--- config.mk ---
export PLATFORM = sky130hd
export DESIGN_NAME = score_bcd_converter
export DESIGN_NICKNAME = d
export VERILOG_FILES = /design/src/rtl/score_pkg.sv /design/src/rtl/bcd_add3_cell.sv /design/src/rtl/score_bcd_converter.sv
export SDC_FILE = /design/constraint.sdc
export NUM_CORES = 1
export LEC_CHECK = 0
export BUFFER_PORTS_ARGS = -buffer_cell sky130_fd_sc_hd__buf_4
export CAP_MARGIN = 40
export CORE_MARGIN = 1
export CORE_UTILIZATION = 43
export DETAILED_ROUTE_END_ITERATION = 8
export GPL_TIMING_DRIVEN = 0
export PLACE_DENSITY_LB_ADDON = 0.3
export SYNTH_ARGS = -nofsm -noshare
export SYNTH_HDL_FRONTEND = slang
export SYNTH_HIERARCHICAL = 1
export SYNTH_SLANG_ARGS = --single-unit
--- constraint.sdc ---
create_clock -name ClkPort -period 2.24 [get_ports ClkPort]
set_input_delay 0.336 -clock ClkPort [delete_from_list [all_inputs] [get_ports ClkPort]]
set_output_delay 0.336 -clock ClkPort [all_outputs]
set_load 0.1 [all_outputs]
--- src/rtl/score_pkg.sv ---
// Shared definitions for the score-to-BCD converter: default sizes and the
// conversion FSM state encoding.
package score_pkg;

  localparam int WIDTH_DEF  = 16;
  localparam int DIGITS_DEF = 5;

  typedef enum logic [1:0] {
    ST_IDLE  = 2'd0,
    ST_SHIFT = 2'd1,
    ST_DONE  = 2'd2
  } state_t;

endpackage

--- src/rtl/bcd_add3_cell.sv ---
// Double-dabble digit correction: a BCD digit of 5 or more gets 3 added so
// that the following left shift carries correctly into the next digit.
module bcd_add3_cell (
  input  logic [3:0] digit_in,
  output logic [3:0] digit_out
);

  // Add-3 correction, purely combinational
  always_comb begin
    digit_out = digit_in;
    if (digit_in >= 4'd5) begin
      digit_out = digit_in + 4'd3;
    end
  end

endmodule

--- src/rtl/score_bcd_converter.sv ---
// Serial binary-to-BCD converter for the game score display. Watches score_in,
// and whenever it differs from the last converted value runs a WIDTH-cycle
// double-dabble conversion, then publishes the BCD digits together with a
// leading-zero blanking mask for the seven-segment scan mux.
module score_bcd_converter
  import score_pkg::*;
#(
  parameter int WIDTH  = WIDTH_DEF,
  parameter int DIGITS = DIGITS_DEF
) (
  input  logic                  ClkPort,
  input  logic                  Reset,
  input  logic [WIDTH-1:0]      score_in,
  output logic [DIGITS*4-1:0]   bcd_out,
  output logic [DIGITS-1:0]     blank_out,
  output logic                  busy,
  output logic                  done
);

  localparam int ACC_W = DIGITS * 4;
  localparam int CNT_W = $clog2(WIDTH + 1);
  localparam logic [CNT_W-1:0] LAST_BIT = CNT_W'(WIDTH - 1);
  localparam logic [DIGITS-1:0] BLANK_RST = {{(DIGITS-1){1'b1}}, 1'b0};

  state_t            state;
  logic [WIDTH-1:0]  last_bin;
  logic [WIDTH-1:0]  shift_reg;
  logic [ACC_W-1:0]  acc;
  logic [ACC_W-1:0]  acc_adj;
  logic [CNT_W-1:0]  bit_cnt;
  logic [DIGITS-1:0] blank_nxt;

  // One add-3 cell per digit; the whole accumulator is corrected every cycle
  for (genvar g = 0; g < DIGITS; g++) begin : g_add3
    bcd_add3_cell u_cell (
      .digit_in  (acc[g*4 +: 4]),
      .digit_out (acc_adj[g*4 +: 4])
    );
  end

  // Leading-zero mask from the finished accumulator: a digit is blanked when it
  // and every digit above it are zero; the ones digit always shows.
  always_comb begin
    logic zero_above;
    blank_nxt  = '0;
    zero_above = 1'b1;
    for (int i = DIGITS - 1; i >= 1; i--) begin
      zero_above   = zero_above & (acc[i*4 +: 4] == 4'd0);
      blank_nxt[i] = zero_above;
    end
  end

  // Conversion FSM with registered outputs
  always_ff @(posedge ClkPort) begin
    if (Reset) begin
      state     <= ST_IDLE;
      last_bin  <= '0;
      shift_reg <= '0;
      acc       <= '0;
      bit_cnt   <= '0;
      bcd_out   <= '0;
      blank_out <= BLANK_RST;
      busy      <= 1'b0;
      done      <= 1'b0;
    end else begin
      done <= 1'b0;
      unique case (state)
        ST_IDLE: begin
          // Changes that arrived while busy are picked up here, so the
          // latest score is always converted eventually.
          if (score_in != last_bin) begin
            last_bin  <= score_in;
            shift_reg <= score_in;
            acc       <= '0;
            bit_cnt   <= '0;
            busy      <= 1'b1;
            state     <= ST_SHIFT;
          end
        end
        ST_SHIFT: begin
          // Corrected accumulator and shift register move left as one word
          acc       <= (acc_adj << 1) | {{(ACC_W-1){1'b0}}, shift_reg[WIDTH-1]};
          shift_reg <= shift_reg << 1;
          bit_cnt   <= bit_cnt + 1'b1;
          if (bit_cnt == LAST_BIT) begin
            state <= ST_DONE;
          end
        end
        ST_DONE: begin
          // Digits and mask change together, only here
          bcd_out   <= acc;
          blank_out <= blank_nxt;
          done      <= 1'b1;
          busy      <= 1'b0;
          state     <= ST_IDLE;
        end
        default: begin
          busy  <= 1'b0;
          state <= ST_IDLE;
        end
      endcase
    end
  end

endmodule

* Word-level counts from Yosys, hierarchy flattened
Cells that the tools add are included.
Storage, ports and cells: flip-flop bits (word level) 85, output and inout bits 27, input bits 18, logic and storage cells 58
Cells by class: add/subtract/negate cells 6, mux-type cells 17, bitwise gates (word level) 5, equality and inequality tests 6, $lt $le $gt $ge 5, reduce and logical (&&, ||, !) cells 10
Operator list (number):
- 20-bit case mux with 2 select lines | 1
- 16-bit case mux with 2 select lines | 1
- 4-bit by 3-bit >= comparator with 1-bit output (second input constant) | 5
- 20-bit 2-to-1 mux | 1
- 20-bit by 1-bit bitwise OR with 20-bit output | 1
- 4-bit by 2-bit adder with 4-bit output (second input constant) | 4
- 4-bit zero test | 4
- 16-bit 2-to-1 mux | 1
- 4-bit 2-to-1 mux | 4
- 16-bit != test | 1
- 5-bit case mux with 2 select lines | 1
- 2-bit AND reduction | 4
- 5-bit by 1-bit adder with 5-bit output (second input constant) | 1
- 5-bit by 4-bit == test with 1-bit output (second input constant) | 1
- 5-bit 2-to-1 mux | 1
- 2-bit 2-to-1 mux | 2
- 2-bit != test (second input constant) | 2
- 2-bit case mux with 2 select lines | 1
- 3-bit by 2-bit adder with 3-bit output (second input constant) | 1
- 1-bit AND | 3
- 3-bit 2-to-1 mux | 1
- 2-bit by 1-bit == test with 1-bit output (second input constant) | 1
- 2-bit == test (second input constant) | 1
- 2-bit zero test | 1
- 4 further kinds | 5

* Longest topological paths before layout
Gate-level depths: netlist of run 1.
depth in word-level cells 4, depth in mapped cells 7, gate-level depth less buffers 6

* Cells and area by module
The synthesis of run 1 kept the hierarchy.
Modules (own cells, without submodules):
- score_bcd_converter | cells an instance 364, area each 3321.9 µm², instances 1, seq. area each 1701.6 µm²
- bcd_add3_cell | cells an instance 16, area each 101.3 µm², instances 5, seq. area each 0.0 µm²

* Worst setup path after synthesis of run 1
Ideal clock, no wire load.
path type input -> register, from input score_in[9], to register shift_reg[10], path slack 0.516 ns, data arrival time 1.605 ns, data required time 2.121 ns, stages on the path 7, buffers on the path 2, setup time 0.119 ns, path through xor2_1 > nor4_1 > and4_1 > buf_6 > a21oi_4 > buf_6 > o221a_1
Between the ends: word-level cells in the longest chain between the ends 3
RTL lines:
- from (decl) | line score_bcd_converter.sv:13 | input logic [WIDTH-1:0] score_in,
- 16-bit != test | line score_bcd_converter.sv:71 | if (score_in != last_bin) begin
- 2-bit != test (no line)
- 2-bit AND reduction (no line)
- to (signal assigned) | line score_bcd_converter.sv:73 | shift_reg <= score_in;
- to (signal assigned) | line score_bcd_converter.sv:83 | shift_reg <= shift_reg << 1;
- to (decl) | line score_bcd_converter.sv:27 | logic [WIDTH-1:0] shift_reg;
No other way between the ends. A chain may end at the register's enable or synchronous reset.

* Worst setup path in the final report of run 1
from register last_bin[0], to register shift_reg[12]
Between the ends: word-level cells in the longest chain between the ends 3
RTL lines:
- from (decl) | line score_bcd_converter.sv:26 | logic [WIDTH-1:0] last_bin;
- from (signal assigned) | line score_bcd_converter.sv:72 | last_bin <= score_in;
- 16-bit != test | line score_bcd_converter.sv:71
- 2-bit != test (no line)
- 2-bit AND reduction (no line)
No other way between the ends.

==> reports/qor.yml, run 1 <==
cp.arrival_ns: 2.19
postRouteAntennaNets: 0
fillCellCount: 795
clock_path_buffers: 2
fin_crit_sh_pct: 87.2
final.setup.tns_ns: 0
report.final.hold_viol_count: 0
hold_class: "input pin to flop"
clk_latency_ns: 0.35
p_leak_nw: 1.84
synth_area_um2: 3810
power_density_nw_per_um2: 636
skew_ns: 0.0155
area.growth.synth_to_final_pct: 16.5
place_hpwl_mm: 6.13
yosysWarnings: 6
cts.hold.buffers_added: 0
synth.avg_cell_area_um2: 8.66
overflow: 0
p_seq_share_pct: 56.3
hold_slack_ns: 0.261
ios: 45
switching_share_pct: 25.9
firstDrtPassIters: 4
grt_pass1_vias: 2960
synth_nets: 470
slew_headroom_pct: 59.5
wl_mm: 8.66
hp-start: "score_in[6]"
drc_errors: 0
grt_max_degree: 15
required_ns: 2.48
io_buffers: 43
critical_path_class: "flop to flop"
pwr-share-clk_pct: 34.6
die_area_um2: 9240
grt_use_total_pct: 20.2
rsz0062_at_grt: "false"
rows: 33
coreArea_um2: 8380
antenna_cells: 0
r2r_start: "last_bin[0]"
place_congestion: 0.814
rr_worst_depth: 7
grt_pass1_wl_mm: 14.2
numCtsBuffers: 9
cts_sinks: 85
top_regs: "acc (20), bcd_out (20)"
cap_violations: 0
r2r_slack_ns: 0.29
synthCells: 440
setup_viol: 0
vdd_drop_max_mv: 0.288
fp.dieH_um: 96.1
postCtsSetupBuffers: 0
comb_power_share_pct: 9.1
cts_tree: "yes"
max_clock_freq_mhz: 512
outcome: "completed"
tightest_slew_ns: 0.608
cts_resized: 0
final_net_count: 524
worstReg2RegEnd: "shift_reg[12]"
hold_path_depth: 3
htree_levels: 3
routedWlPerCell_um: 14.3
viasPerCell: 5.38
initial_core_util_pct: 45.4
period_minus_slack_ns: 1.95
worstPathMaxFanout: 10
whs_endpoint: "last_bin[6]"
num_vias: 3251
drt_iter0_drc: 133
clockRootBuffer: "clkbuf_8"
cts.clk_slew.worst_paths_ns: 0.09
cp-start-kind: "flop"
slew_violations: 0
endpoint_kind: "flop"
p_switching_mw: 0.732
p_int_mw: 2.09
antenna_found_initial: 0
die_x_um: 96.1
drive_gt1_share_pct: 16.4
[layout by cell type, fill, tap and decap left out, drive strengths merged, types with 2 or more instances in the layout]
cell,instances
clkbuf,31
buf,51
nand3,19
nor4,7
o21ai,28
inv,14
or4,2
clkinv,2
clkinvlp,2
nor2,41
o221a,15
nand2b,13
dfxtp,85
mux2i,5
nand2,66
a21oi,47
nand4,2
a22o,22
or2,2
ha,12
xnor2,5
xor2,16
[final cells by class]
cell class | instances | area [um2] | share of cell area [%]
Inverter | 13 | 48.8 | 1.10
Timing Repair Buffer | 43 | 323 | 7.27
Sequential cell | 85 | 1700 | 38.3
Clock inverter | 5 | 33.8 | 0.761
Multi-Input combinational cell | 314 | 1910 | 43.1
Buffer | 28 | 144 | 3.24
Clock buffer | 11 | 141 | 3.19
Tap cell | 105 | 131 | 2.96
[per-layer routing]
metal / GRT usage [%] / part of all wire (%)
met5: 0 / 0
met4: 4.85 / 0.65
met3: 4.90 / 4.5
met2: 32.2 / 45
met1: 27.5 / 50
[critical path, stage by stage, from the launching register on]
cell and delay, ns:
dfxtp_1 0.33, xor2_1 0.17, nor4_1 0.44, and4_1 0.27, buf_6 0.15, a21oi_4 0.10, buf_6 0.15, o221a_1 0.23
[stage by stage]
stage                     area [um2]  setup slack, ns  util, %  total power [mW]  std cells
after floorplan                 3810            0.516        -              1.79        440
after global placement          4260            0.150     50.9              1.87        588
after detailed placement        4260            0.173     50.9              1.88        588
after CTS                       4440            0.299     52.9              2.85        604
after global routing            4440            0.111     52.9              2.95        604
final                           4440            0.286     52.9              2.82        604
[power by group through the flow]
stage / clock network [mW] / logic, mW / registers (mW)
2_1_floorplan: 0 / 0.161 / 1.63
3_3_place_gp: 0 / 0.251 / 1.62
3_5_place_dp: 0 / 0.255 / 1.62
4_1_cts: 1.00 / 0.256 / 1.59
5_1_grt: 1.06 / 0.285 / 1.60
6_report: 0.976 / 0.257 / 1.59
[how the worst max path moves through the flow]
stage	cells past startpoint	endpoint	start	slack [ns]
2_1_floorplan	7	shift_reg[10]	score_in[9]	0.52
3_3_place_gp	8	shift_reg[14]	score_in[13]	0.15
3_5_place_dp	8	shift_reg[7]	score_in[13]	0.17
4_1_cts	7	shift_reg[7]	last_bin[13]	0.30
5_1_grt	6	shift_reg[12]	last_bin[0]	0.11
6_report	7	shift_reg[12]	last_bin[0]	0.29
Power figures use the tool's default switching activity.
==> run 2, diff against run 1 <==
- SYNTH_HIERARCHICAL: 1 -> default
==> run 2 against run 1 <==
Against the previous run: clock-buffer cell count decreased by 1; first-iteration DRC count increased by 71%; sequential cell count unchanged; die area increased by 8.8%; global-route usage increased by 1.7 points; largest cell class unchanged.
==> reports/qor.yml, run 2 <==
outcome: "completed"  # unchanged
synthSimpleGateAreaFrac_pct: 18.3
power_density_nw_per_um2: 633  # was 636 nW/um2
place_area_um2: 4630  # was 4260 um2
cts.clk_slew.worst_paths_ns: 0.09  # about the same
synthMuxAreaShare_pct: 1.90
synth_commonest_cells: "85 x dfxtp_1, 69 x a21oi_1, 50 x nand2_1"
utilization_pct: 52.6  # was 52.9%
cap_violations: 0  # unchanged
grt_max_degree: 16  # was 15
num_vias: 3733  # was 3251
synth_compound_area_share_pct: 21.6
ys_ff_latch: 85
cp-start-kind: "flop"  # unchanged
grt_use_total_pct: 21.9  # was 20.2%
place_hpwl_mm: 7.33  # was 6.13 mm
report.final.hold_viol_count: 0  # unchanged
vdd_drop_max_mv: 0.447  # was 0.288 mV
setup_viol: 0  # unchanged
wl_mm: 10.4  # was 8.66 mm
synth_edf_count: 0
skew_ns: 0.0115  # was 0.0155 ns
clockRootBuffer: "clkbuf_8"  # unchanged
worstPathMaxFanout: 10  # unchanged
synth_most_common_cell: "dfxtp_1"
drt_iter0_drc: 227  # was 133
p_leak_nw: 1.89  # was 1.84 nW
synth_top_area_share_pct: 41.0
routedWlPerCell_um: 15.1  # was 14.3 um
period_minus_slack_ns: 2.04  # was 1.95 ns
max_clock_freq_mhz: 491  # was 512 MHz
antenna_cells: 0  # unchanged
final_cell_mix: "85 x dfxtp_1, 69 x a21oi_1, 50 x nand2_1, 46 x buf_4, 42 x nor2_1"  # was 85 x dfxtp_1, 65 x nand2_1, 47 x buf_4, 41 x nor2_1, 41 x a21oi_1
critical_path_class: "flop to flop"  # unchanged
yosysSeqAreaShare_pct: 41.0
io_buffers: 43  # unchanged
final_net_count: 592  # was 524
stdcell_area_um2: 4880  # was 4440 um2
r2r_slack_ns: 0.20  # was 0.29 ns
final_common_cell: "dfxtp_1"  # unchanged
fp.dieH_um: 100  # was 96.1 um
rsz0062_at_grt: "false"  # unchanged
grt_pass1_vias: 3499  # was 2960
synth_top_family_by_area: "compound AO/OA/AOI/OAI gates"
clk_latency_ns: 0.36  # was 0.35 ns
ys.flop_type: "dfxtp_1"
overflow: 0  # unchanged
ios: 45  # unchanged
synth_nets: 537  # was 470
htree_levels: 3  # unchanged
synth_fa_ha_area_share_pct: 4.52
cp.arrival_ns: 2.34  # was 2.19 ns
die_x_um: 100  # was 96.1 um
slew_violations: 0  # unchanged
pre_cts_slack_ns: 0.142  # was 0.173 ns
die_area_um2: 10000  # was 9240 um2
grt_pass1_wl_mm: 17.2  # was 14.2 mm
final.setup.tns_ns: 0  # unchanged
endpoint_kind: "flop"  # unchanged
slew_headroom_pct: 59.9  # was 59.5%
clock_path_buffers: 2  # unchanged
synth.avg_cell_area_um2: 8.23  # was 8.66 um2
area.growth.synth_to_final_pct: 17.6  # was 16.5%
synthCells: 504  # was 440
drc_errors: 0  # unchanged
coreArea_um2: 9280  # was 8380 um2
fin_crit_sh_pct: 90.9  # was 87.2%
postRouteAntennaNets: 0  # unchanged
drive_gt1_share_pct: 14.4  # was 16.4%
tightest_slew_ns: 0.601  # was 0.608 ns
setup_ws_ns: 0.203  # was 0.286 ns
rows: 35  # was 33
firstDrtPassIters: 5  # was 4
synthXorXnorAreaFrac_pct: 5.91
cts.hold.buffers_added: 0  # unchanged
cts_sinks: 85  # unchanged
yosys-top-cells-area: "dfxtp_1 41%, a21oi_1 8.3%, ha_1 4.5%"
cts_tree: "yes"  # unchanged
hold_class: "input pin to flop"  # unchanged
place_congestion: 0.847  # was 0.814
async_reset_ff_share_pct: 0
viasPerCell: 5.39  # was 5.38
synth_top_area_cell: "dfxtp_1"
initial_core_util_pct: 44.7  # was 45.4%
yosysWarnings: 0  # was 6
antenna_found_initial: 0  # unchanged
required_ns: 2.54  # was 2.48 ns
synth.distinct_cells: 45
numCtsBuffers: 9  # unchanged
top_regs: "acc (20), bcd_out (20)"  # unchanged
synth_area_um2: 4150  # was 3810 um2
==> run 2: kinds of logic (layout without fill, tap and decap cells) <==
logic type	count (synthesis)	in the layout
buffers and inverters	62	122
XOR/XNOR	28	28
adder cells (fa/ha/maj)	15	15
AND/OR/NAND/NOR	165	165
other	1	1
multiplexers	7	7
AO/OA/AOI/OAI	141	141
flip-flops	85	85
==> run 2: power breakdown <==
part,internal [mW],switching (mW)
sequential,1.55,0.0258
clock,0.666,0.589
combinational,0.0988,0.157
total,2.31,0.772
==> run 2: routing by layer <==
metal	global-route usage (%)	vias up	wire length, um
met4	8.03	0	167
met1	30.0	1760	5040
li1	-	1865	-
met2	34.7	95	4780
met3	3.55	13	450
met5	0	-	0
==> run 2: path summary, 6_finish.rpt <==
path	start	end	cells past startpoint
worst max register to register	state[1]	bit_cnt[3]	6
worst min register to register	bcd_out[18]	bcd_out[18]	2
worst min-delay path	score_in[7]	last_bin[7]	3
worst max-delay path	state[1]	bit_cnt[3]	6
==> run 2: stage by stage <==
step	power (mW)	std cells	hold slack, ns
after floorplan	1.77	504	0.458
after global placement	1.85	676	0.444
after detailed placement	1.86	676	0.449
after CTS	3.10	692	0.242
after global routing	3.19	693	0.256
final	3.09	693	0.257
==> run 2: layout make-up <==
class | count | area (um2)
Clock buffer | 10 | 138
Multi-Input combinational cell | 357 | 2180
Sequential cell | 85 | 1700
Buffer | 41 | 196
Tap cell | 129 | 161
Clock inverter | 6 | 93.8
Fill cell | 902 | 4400
Timing Repair Buffer | 44 | 330
Inverter | 21 | 78.8
==> run 2: what timing repair did <==
| item | in CTS | in global routing |
|---|---|---|
| setup endpoints to repair | 0 | 1 |
| resized for setup | 0 | 1 |
| buffers inserted | 0 | 1 |
==> run 2: critical path: stages (launching register included) <==
cell and delay (ns):
dfxtp_1 0.31, clkbuf_1 0.16, inv_1 0.31, nand2_1 0.12
nor2_1 0.35, clkbuf_1 0.52, a22o_1 0.22
